File: config.mk
export PLATFORM = sky130hd
export DESIGN_NAME = amp_ramp_reg
export DESIGN_NICKNAME = d
export VERILOG_FILES = /design/src/rtl/amp_ramp_pkg.sv /design/src/rtl/amp_ramp_chan.sv /design/src/rtl/amp_ramp_reg.sv
export SDC_FILE = /design/constraint.sdc
export NUM_CORES = 1
export LEC_CHECK = 0
export BUFFER_PORTS_ARGS = -buffer_cell sky130_fd_sc_hd__clkbuf_2
export CAP_MARGIN = 20
export CELL_PAD_IN_SITES_DETAIL_PLACEMENT = 0
export CELL_PAD_IN_SITES_GLOBAL_PLACEMENT = 1
export CORE_MARGIN = 5
export CORE_UTILIZATION = 40
export CTS_CLUSTER_DIAMETER = 200
export DETAILED_ROUTE_END_ITERATION = 10
export GPL_ROUTABILITY_DRIVEN = 0
export PLACE_DENSITY_LB_ADDON = 0.25
export SYNTH_ARGS = -nofsm -noshare
export SYNTH_HDL_FRONTEND = slang
export SYNTH_HIERARCHICAL = 1
export SYNTH_SLANG_ARGS = --single-unit
export TNS_END_PERCENT = 20
File: constraint.sdc
create_clock -name clk -period 5 [get_ports clk]
set_input_delay 0.25 -clock clk [delete_from_list [all_inputs] [get_ports clk]]
set_output_delay 0.25 -clock clk [all_outputs]
set_load 0.03 [all_outputs]
File: src/rtl/amp_ramp_pkg.sv
// Shared defaults and types for the ramped multi-channel amplitude register.
package amp_ramp_pkg;

    // Default configuration of amp_ramp_reg
    localparam int unsigned WIDTH_DEF    = 9;
    localparam int unsigned CHANNELS_DEF = 2;
    localparam int unsigned STEP_DEF     = 4;
    localparam int unsigned TICK_DIV_DEF = 16;

    // Amplitude word at the default width
    typedef logic [WIDTH_DEF-1:0] amp_t;

    // Direction of a channel's ramp, derived from comparing amp with its effective target
    typedef enum logic [1:0] {
        SETTLED,
        UP,
        DOWN
    } ramp_dir_e;

endpackage

File: src/rtl/amp_ramp_chan.sv
// One channel of the ramped amplitude register: target register, slew-limited stepper and
// ramping flag. Mute support is compiled in with AMP_RAMP_MUTE_EN.
module amp_ramp_chan
    import amp_ramp_pkg::*;
#(
    parameter int unsigned WIDTH = WIDTH_DEF,
    parameter int unsigned STEP  = STEP_DEF
) (
    input  logic             clk,
    input  logic             rst,
    input  logic             tick,
    input  logic             wr_en,
    input  logic [WIDTH-1:0] wr_data,
`ifdef AMP_RAMP_MUTE_EN
    input  logic             mute,
`endif
    output logic [WIDTH-1:0] amp,
    output logic             ramping
);

    localparam logic [WIDTH:0] StepW = (WIDTH+1)'(STEP);

    logic [WIDTH-1:0]        target_q;
    logic [WIDTH-1:0]        amp_q;
    logic [WIDTH-1:0]        amp_d;
    logic [WIDTH-1:0]        eff_target;
    logic signed [WIDTH:0]   diff;
    logic [WIDTH:0]          mag;
    logic [WIDTH-1:0]        step;
    ramp_dir_e               dir;

    // Effective target: muting forces a ramp to zero while keeping the stored target
    always_comb begin
`ifdef AMP_RAMP_MUTE_EN
        eff_target = mute ? '0 : target_q;
`else
        eff_target = target_q;
`endif
    end

    // Direction and clamped step size; one extra bit keeps the difference from wrapping
    always_comb begin
        diff = $signed({1'b0, eff_target}) - $signed({1'b0, amp_q});
        if (diff > 0) begin
            dir = UP;
        end else if (diff < 0) begin
            dir = DOWN;
        end else begin
            dir = SETTLED;
        end
        mag  = diff[WIDTH] ? $unsigned(-diff) : $unsigned(diff);
        // step never exceeds the distance to target, so amp cannot overshoot or wrap
        step = (mag > StepW) ? StepW[WIDTH-1:0] : mag[WIDTH-1:0];
    end

    // Next amplitude: move by one clamped step on a tick, otherwise hold
    always_comb begin
        amp_d = amp_q;
        if (tick) begin
            case (dir)
                UP:      amp_d = amp_q + step;
                DOWN:    amp_d = amp_q - step;
                default: amp_d = amp_q;
            endcase
        end
    end

    // Target and amplitude registers; a same-edge write does not affect this edge's step
    always_ff @(posedge clk or posedge rst) begin
        if (rst) begin
            target_q <= '0;
            amp_q    <= '0;
        end else begin
            if (wr_en) begin
                target_q <= wr_data;
            end
            amp_q <= amp_d;
        end
    end

    // Outputs derive only from registered state
    always_comb begin
        amp     = amp_q;
        ramping = (dir != SETTLED);
    end

endmodule

File: src/rtl/amp_ramp_reg.sv
// Multi-channel amplitude register with slew-limited updates. Owns the shared ramp tick
// counter and the write-address decode; each channel is an amp_ramp_chan instance.
// Optional feature macro: AMP_RAMP_MUTE_EN adds a mute input that ramps all channels to zero.
module amp_ramp_reg
    import amp_ramp_pkg::*;
#(
    parameter int unsigned WIDTH    = WIDTH_DEF,
    parameter int unsigned CHANNELS = CHANNELS_DEF,
    parameter int unsigned STEP     = STEP_DEF,
    parameter int unsigned TICK_DIV = TICK_DIV_DEF
) (
    input  logic                        clk,
    input  logic                        rst,
    input  logic                        en,
    input  logic [$clog2(CHANNELS)-1:0] ch_sel,
    input  logic [WIDTH-1:0]            new_amp,
`ifdef AMP_RAMP_MUTE_EN
    input  logic                        mute,
`endif
    output logic [CHANNELS*WIDTH-1:0]   amp,
    output logic [CHANNELS-1:0]         ramping
);

    localparam int unsigned CntW = $clog2(TICK_DIV);

    // Elaboration-time parameter sanity
    if (CHANNELS < 2) begin : g_bad_channels
        $error("amp_ramp_reg: CHANNELS must be at least 2");
    end
    if (TICK_DIV < 2) begin : g_bad_tick_div
        $error("amp_ramp_reg: TICK_DIV must be at least 2");
    end
    if (STEP < 1 || STEP > (2 ** WIDTH) - 1) begin : g_bad_step
        $error("amp_ramp_reg: STEP out of range");
    end

    logic [CntW-1:0]     tick_cnt_q;
    logic [CntW-1:0]     tick_cnt_d;
    logic                tick;
    logic [CHANNELS-1:0] wr_en;

    // Free-running tick divider shared by all channels
    always_comb begin
        tick       = (tick_cnt_q == CntW'(TICK_DIV - 1));
        tick_cnt_d = tick ? '0 : tick_cnt_q + 1'b1;
    end

    // Tick counter register
    always_ff @(posedge clk or posedge rst) begin
        if (rst) begin
            tick_cnt_q <= '0;
        end else begin
            tick_cnt_q <= tick_cnt_d;
        end
    end

    // Write-address decode; an out-of-range ch_sel matches no channel and is dropped
    always_comb begin
        wr_en = '0;
        for (int unsigned c = 0; c < CHANNELS; c++) begin
            if (en && (32'(ch_sel) == c)) begin
                wr_en[c] = 1'b1;
            end
        end
    end

`ifdef AMP_RAMP_MUTE_EN
    logic mute_q;

    // Registered mute keeps ramping free of any input-to-output path
    always_ff @(posedge clk or posedge rst) begin
        if (rst) begin
            mute_q <= 1'b0;
        end else begin
            mute_q <= mute;
        end
    end
`endif

    // Channel array: element c drives amp[c*WIDTH +: WIDTH] and ramping[c]
    amp_ramp_chan #(
        .WIDTH (WIDTH),
        .STEP  (STEP)
    ) i_chan [CHANNELS-1:0] (
        .clk     (clk),
        .rst     (rst),
        .tick    (tick),
        .wr_en   (wr_en),
        .wr_data (new_amp),
`ifdef AMP_RAMP_MUTE_EN
        .mute    (mute_q),
`endif
        .amp     (amp),
        .ramping (ramping)
    );

endmodule

Word level (Yosys, flattened, before mapping)
Cells that the tools add are included.
{"block": "totals", "ff_bits": 40, "input_bits": 13, "output_inout_bits": 20}
{"block": "op_classes", "n_eq_ne": 5, "order_cmp": 6, "muxes": 13, "n_addsub": 9, "reduce_logical": 8, "bitwise_logic": 1}
{"operator": "$pmux W9 S2", "count": 2}
{"operator": "$gt A10 B1 Y1 const B", "count": 2}
{"operator": "$gt A10 B3 Y1 const B", "count": 2}
{"operator": "$lt A10 B1 Y1 const B", "count": 2}
{"operator": "$mux W10", "count": 2}
{"operator": "$neg A10 Y10", "count": 2}
{"operator": "$sub A9 B9 Y10", "count": 2}
{"operator": "$add A9 B9 Y9", "count": 2}
{"operator": "$mux W9", "count": 2}
{"operator": "$sub A9 B9 Y9", "count": 2}
{"operator": "$mux W2", "count": 4}
{"operator": "$reduce_bool A2 Y1", "count": 4}
{"operator": "$add A4 B1 Y4 const B", "count": 1}
{"operator": "$eq A2 B1 Y1 const B", "count": 2}
{"operator": "$eq A2 B2 Y1 const B", "count": 2}
{"operator": "$eq A4 B4 Y1 const B", "count": 1}
{"operator": "$mux W4", "count": 1}
{"operator": "$reduce_and A2 Y1", "count": 2}
{"operator": "$logic_and A1 B1 Y1", "count": 2}
{"operator": "$mux W1", "count": 2}
{"operator": "$not A1 Y1", "count": 1}

Longest topological paths before layout
{"block": "depth", "word_depth": 7, "ltp_mapped": 29}

Hierarchy
Netlist, hierarchy kept.
{"mod": "amp_ramp_chan at i_chan[0]", "area_per_inst_um2": 1946.9, "n_inst": 1, "cells_per_inst": 224}
{"mod": "amp_ramp_chan at i_chan[1]", "area_per_inst_um2": 1855.5, "n_inst": 1, "cells_per_inst": 216}
{"mod": "amp_ramp_reg", "area_per_inst_um2": 168.9, "n_inst": 1, "cells_per_inst": 14}

Worst setup path after synthesis
No wires, ideal clock.
{"block": "synth_path", "kind": "reg2reg", "from": "register i_chan[0].amp_q[0]", "to": "register i_chan[0].amp_q[8]", "setup_ns": 0.129, "n_path_buf": 1, "stages_incl_launch_ff": 24, "t_arrival_ns": 5.293, "slack_ns": -0.422, "path_cell_list": "dfrtp_1 ha_1 inv_1 fa_1 xnor2_2 and3_1 buf_4 nand2b_1 nor3_2 a21boi_2 a2111oi_4 nand3_2 or2_1 ha_1 a2bb2oi_1 fa_1 a21o_1 a21oi_1 nor2b_1 o21a_1 o41ai_1 o22ai_1 a211oi_1 nand3_1"}
{"block": "synth_via", "elab_chain_len": 7}
{"element": "start, declared", "line_no": "amp_ramp_chan.sv:24", "source": "logic [WIDTH-1:0] amp_q;"}
{"element": "start signal, assigned", "line_no": "amp_ramp_chan.sv:77", "source": "amp_q <= amp_d;"}
{"element": "$sub A9 B9 Y10", "line_no": "amp_ramp_chan.sv:43", "source": "diff = $signed({1'b0, eff_target}) - $signed({1'b0, amp_q});"}
{"element": "$neg A10 Y10 or $lt A10 B1 Y1 (tied branches)", "line_no": "amp_ramp_chan.sv:51, amp_ramp_chan.sv:46"}
{"element": "$mux W10 or $mux W2 (tied branches)", "line_no": "amp_ramp_chan.sv:51, amp_ramp_chan.sv:46"}
{"element": "$gt A10 B3 Y1 or $mux W2 (tied branches)", "line_no": "amp_ramp_chan.sv:53, amp_ramp_chan.sv:44"}
{"element": "$mux W9, or another cell as far along", "line_no": "amp_ramp_chan.sv:53", "source": "step = (mag > StepW) ? StepW[WIDTH-1:0] : mag[WIDTH-1:0];"}
{"element": "$sub A9 B9 Y9, or another cell as far along", "line_no": "amp_ramp_chan.sv:62", "source": "DOWN: amp_d = amp_q - step;"}
{"element": "$pmux W9 S2 or $reduce_and A2 Y1 (tied branches)"}
Parallel ways exist; a longest one is shown, timed or not.
A chain may end at the register's enable or synchronous reset.

Final worst setup path
{"block": "layout_path", "from": "register i_chan[0].target_q[0]", "to": "register i_chan[0].amp_q[8]"}
{"block": "layout_via", "elab_chain_len": 7}
{"element": "start, declared", "line_no": "amp_ramp_chan.sv:23", "source": "logic [WIDTH-1:0] target_q;"}
{"element": "start signal, assigned", "line_no": "amp_ramp_chan.sv:75", "source": "target_q <= wr_data;"}
{"element": "$sub A9 B9 Y10 (*)", "line_no": "amp_ramp_chan.sv:43"}
{"element": "$neg A10 Y10 or $lt A10 B1 Y1 (tied branches)", "line_no": "amp_ramp_chan.sv:51, amp_ramp_chan.sv:46"}
{"element": "$mux W10 or $mux W2 (tied branches)", "line_no": "amp_ramp_chan.sv:51, amp_ramp_chan.sv:46"}
{"element": "$gt A10 B3 Y1 or $mux W2 (tied branches)", "line_no": "amp_ramp_chan.sv:53, amp_ramp_chan.sv:44"}
{"element": "$mux W9, or another cell as far along", "line_no": "amp_ramp_chan.sv:53"}
{"element": "$sub A9 B9 Y9, or another cell as far along", "line_no": "amp_ramp_chan.sv:62"}
{"element": "$pmux W9 S2 or $reduce_and A2 Y1 (tied branches)"}
Every way passes the cells marked *; elsewhere a longest branch is shown, timed or not.

==> key figures <==
Clocking
  • CTS tree: done
  • Clock Latency Late Sink: just under 0.3 ns
  • Clk slew on worst S/H paths: 0.08 ns
  • Clock Tree Root: clkbuf_8
  • Clock sinks: 40
  • Clk buf depth: 2
  • H-tree Lvls: 2
  • Cts bufs inserted: 5

Timing
  • Final hold violation count: 0
  • Worst Max-Slew Pin Slew: ~0.90 ns
  • Final Max Tran Viols: 0
  • Setup-failing EPs final: 1
  • Setup WS post-layout: -0.000314 ns
  • Rel. slew slack: approximately two fifths
  • Setup Skew: roughly 0.0097 ns
  • Min Tclk post-route: between 5 and 6 ns
  • Fmax: 200 MHz
  • Final worst-path cycle share: 100%
  • RSZ-0062 raised after global routing: yes

Floorplanning
  • DIE AREA: 0.0120 mm2
  • Die Height: 110 um
  • Die width: between 100 and 150 um
  • Core Rows: 36
  • IO Pins: 33
  • Core Region: around 0.01 mm2
  • Starting density of the core: between 40% and 50%

Synthesis
  • Post-synth top cells: nand2_1, ha_1, dfrtp_1
  • Top cells by area, synth: dfrtp_1, ha_1, mux2_2, nand2_1, o21ai_0
  • Main flop type after synthesis: dfrtp_1
  • Top-count cell post-synth: nand2_1
  • Yosys reg bits: 40
  • Synthesized area: about 0.0040 mm2
  • Number of flops mapped to enable cells by yosys: 0
  • Register area share after synthesis: 25.2%
  • Top cell type's share of synthesized area: approximately 25%
  • Leading area contributor after synthesis: dfrtp_1
  • Mapped Nets: between 500 and 600
  • Synth cell types: 77
  • Synth warnings: 6
  • Mean post-synth cell area: between 8 and 9 um2
  • Post-Syn Instances: 454
  • Ys async rst share: 100%

Setup path
  • Crit path launch type: flop
  • Launching point of the worst reg2reg path: i_chan[0]/eff_target[0]$_DFFE_PP0P_
  • WP data arrival: between 5 and 6 ns
  • Critical Path Sink Type: flop
  • Max FO, Critical Path: 6
  • CP Data Required Time: slightly above 5 ns
  • Worst Path Class, Setup: reg -> reg
  • Critical Path Source: i_chan[0]/eff_target[0]$_DFFE_PP0P_

Global routing
  • First-pass GRT wire length: about 17000 um
  • Grt ovf: 0
  • Vias in the first global route: 3590
  • GRT Overall Usage: between 10% and 20%
  • Initial antenna violation count: 0
  • Largest net degree at the start of global routing: 19

Routing
  • Antenna-violating nets left: 0
  • Drc violations: 0
  • Top Layer Used: met4
  • Drt wl/cell: between 10 and 15 um
  • Met1 wire length: about 5400 um
  • Final WL: just over 10000 um
  • Met2 routed WL: between 4000 and 5000 um
  • Met3 routed WL: between 300 and 400 um
  • Via density: 5.35
  • Via count: between 3k and 4k
  • DR iter-0 viols: roughly 190
  • DRT Pass-1 Iters: 4

Layout
  • Register area: 0.00101 mm2
  • Nets: about 620
  • Multi-input combinational cell area: approximately 0.0030 mm2
  • Fill count: slightly below 1k
  • Synth-to-layout area growth: 30.8%
  • Fraction of layout cells with a size suffix above 1: a little under two fifths
  • Diodes inserted: 0

Run status
  • Failing checks: setup timing
  • Outcome: complete, but fails checks

Hold path
  • Hold path startpoint: new_amp[0]
  • Worst Hold Class: in -> reg

Placement
  • Dpl hpwl: just over 8000 um
  • PortBufs: 32
  • Place WS: -0.319 ns

Flow run
  • Max Cap Viol: 0
-- registers in the layout, indices dropped and copies added, names as in the netlist --
register	flops
i_chan/eff_target	18
tick_cnt_q	4
i_chan/amp	18
-- path summary, 6_finish.rpt --
kind                                                       end  slack, ns  cells after the start
min in group asynchronous              tick_cnt_q[0]$_DFF_PP0_       0.40                      3
setup / recovery                  i_chan[0]/amp[8]$_DFFE_PP0P_    -0.0003                     26
setup reg to reg                  i_chan[0]/amp[8]$_DFFE_PP0P_    -0.0003                     26
max in group asynchronous         i_chan[1]/amp[1]$_DFFE_PP0P_       3.79                      3
hold / removal             i_chan[0]/eff_target[0]$_DFFE_PP0P_       0.20                      3
hold reg to reg                        tick_cnt_q[3]$_DFF_PP0_       0.49                      1
-- cells in the final DEF, fill, tap and decap left out, drive strengths merged, types with 7 or more instances in the layout --
cell type / instances
xnor2: 11
mux2: 19
nand3: 14
dfrtp: 40
nor3: 10
inv: 35
a31oi: 10
nand2: 43
buf: 77
a21o: 16
a21oi: 26
xor2: 12
o21ai: 29
clkbuf: 38
a211oi: 7
nor2: 28
ha: 41
and3: 9
-- area by class of cell --
type	count	area share [%]
multi-input combinational	365	58.4
sequential	40	19.4
timing repair buffer	110	14.4
tap	133	3.20
inverter	35	2.53
clock buffer	6	1.40
clock inverter	2	0.674
-- layer usage --
layer  vias up  global-route usage [%]
met5         -                       0
met4         0                    1.96
met3         6                    2.58
met2        62                    27.2
met1      1764                    26.4
li1       1868                       -
-- logic make-up after synthesis --
logic type	count (synthesis)	synth area share, %
compound gates	135	24.5
xor+xnor	23	5.45
fa+ha+maj	45	14.9
buf+inv	49	5.32
flops	40	25.2
mux	25	6.99
simple gates	137	17.6
-- critical path: stages (launching register included) --
cell and delay (ns):
dfrtp_1 0.38, inv_2 0.08, ha_4 0.13, inv_1 0.04, fa_2 0.41, xnor2_4 0.22, and3_4 0.26, nand2_1 0.08
a311oi_2 0.25, a41oi_2 0.10, a2111oi_4 0.39, nand3_2 0.14, or2_1 0.23, ha_2 0.17, inv_1 0.06, and4_4 0.20
o31ai_2 0.07, ha_1 0.29, a21o_1 0.20, a21oi_2 0.16, nor2b_1 0.06, o21a_1 0.21, o41ai_4 0.20, buf_4 0.20
o22ai_2 0.08, a211oi_2 0.16, nand3_1 0.10
-- per-stage QoR --
stage            TNS, ns  std cells  util, %  area, um2  hold WS (ns)
6_report       -0.000314        691     53.4       5190         0.199
5_1_grt           -0.669        691     53.4       5190         0.202
4_1_cts           -0.273        681     50.8       4950         0.192
3_5_place_dp      -0.427        668     48.8       4750         0.144
3_3_place_gp      -0.267        668     48.8       4750         0.142
2_1_floorplan    -0.0156        454        -       4040        0.0161
-- what timing repair did --
item,4_1_cts,5_1_grt
pin swaps,15,28
hold buffers,1,0
endpoints found under the hold margin,4,0
endpoints found under the setup margin,3,8
gates resized for setup,14,33
setup buffers,4,10
Power is left out: the tool's default activity adds up to more than one toggle a clock period on the data nets, which glitch-free logic cannot reach.
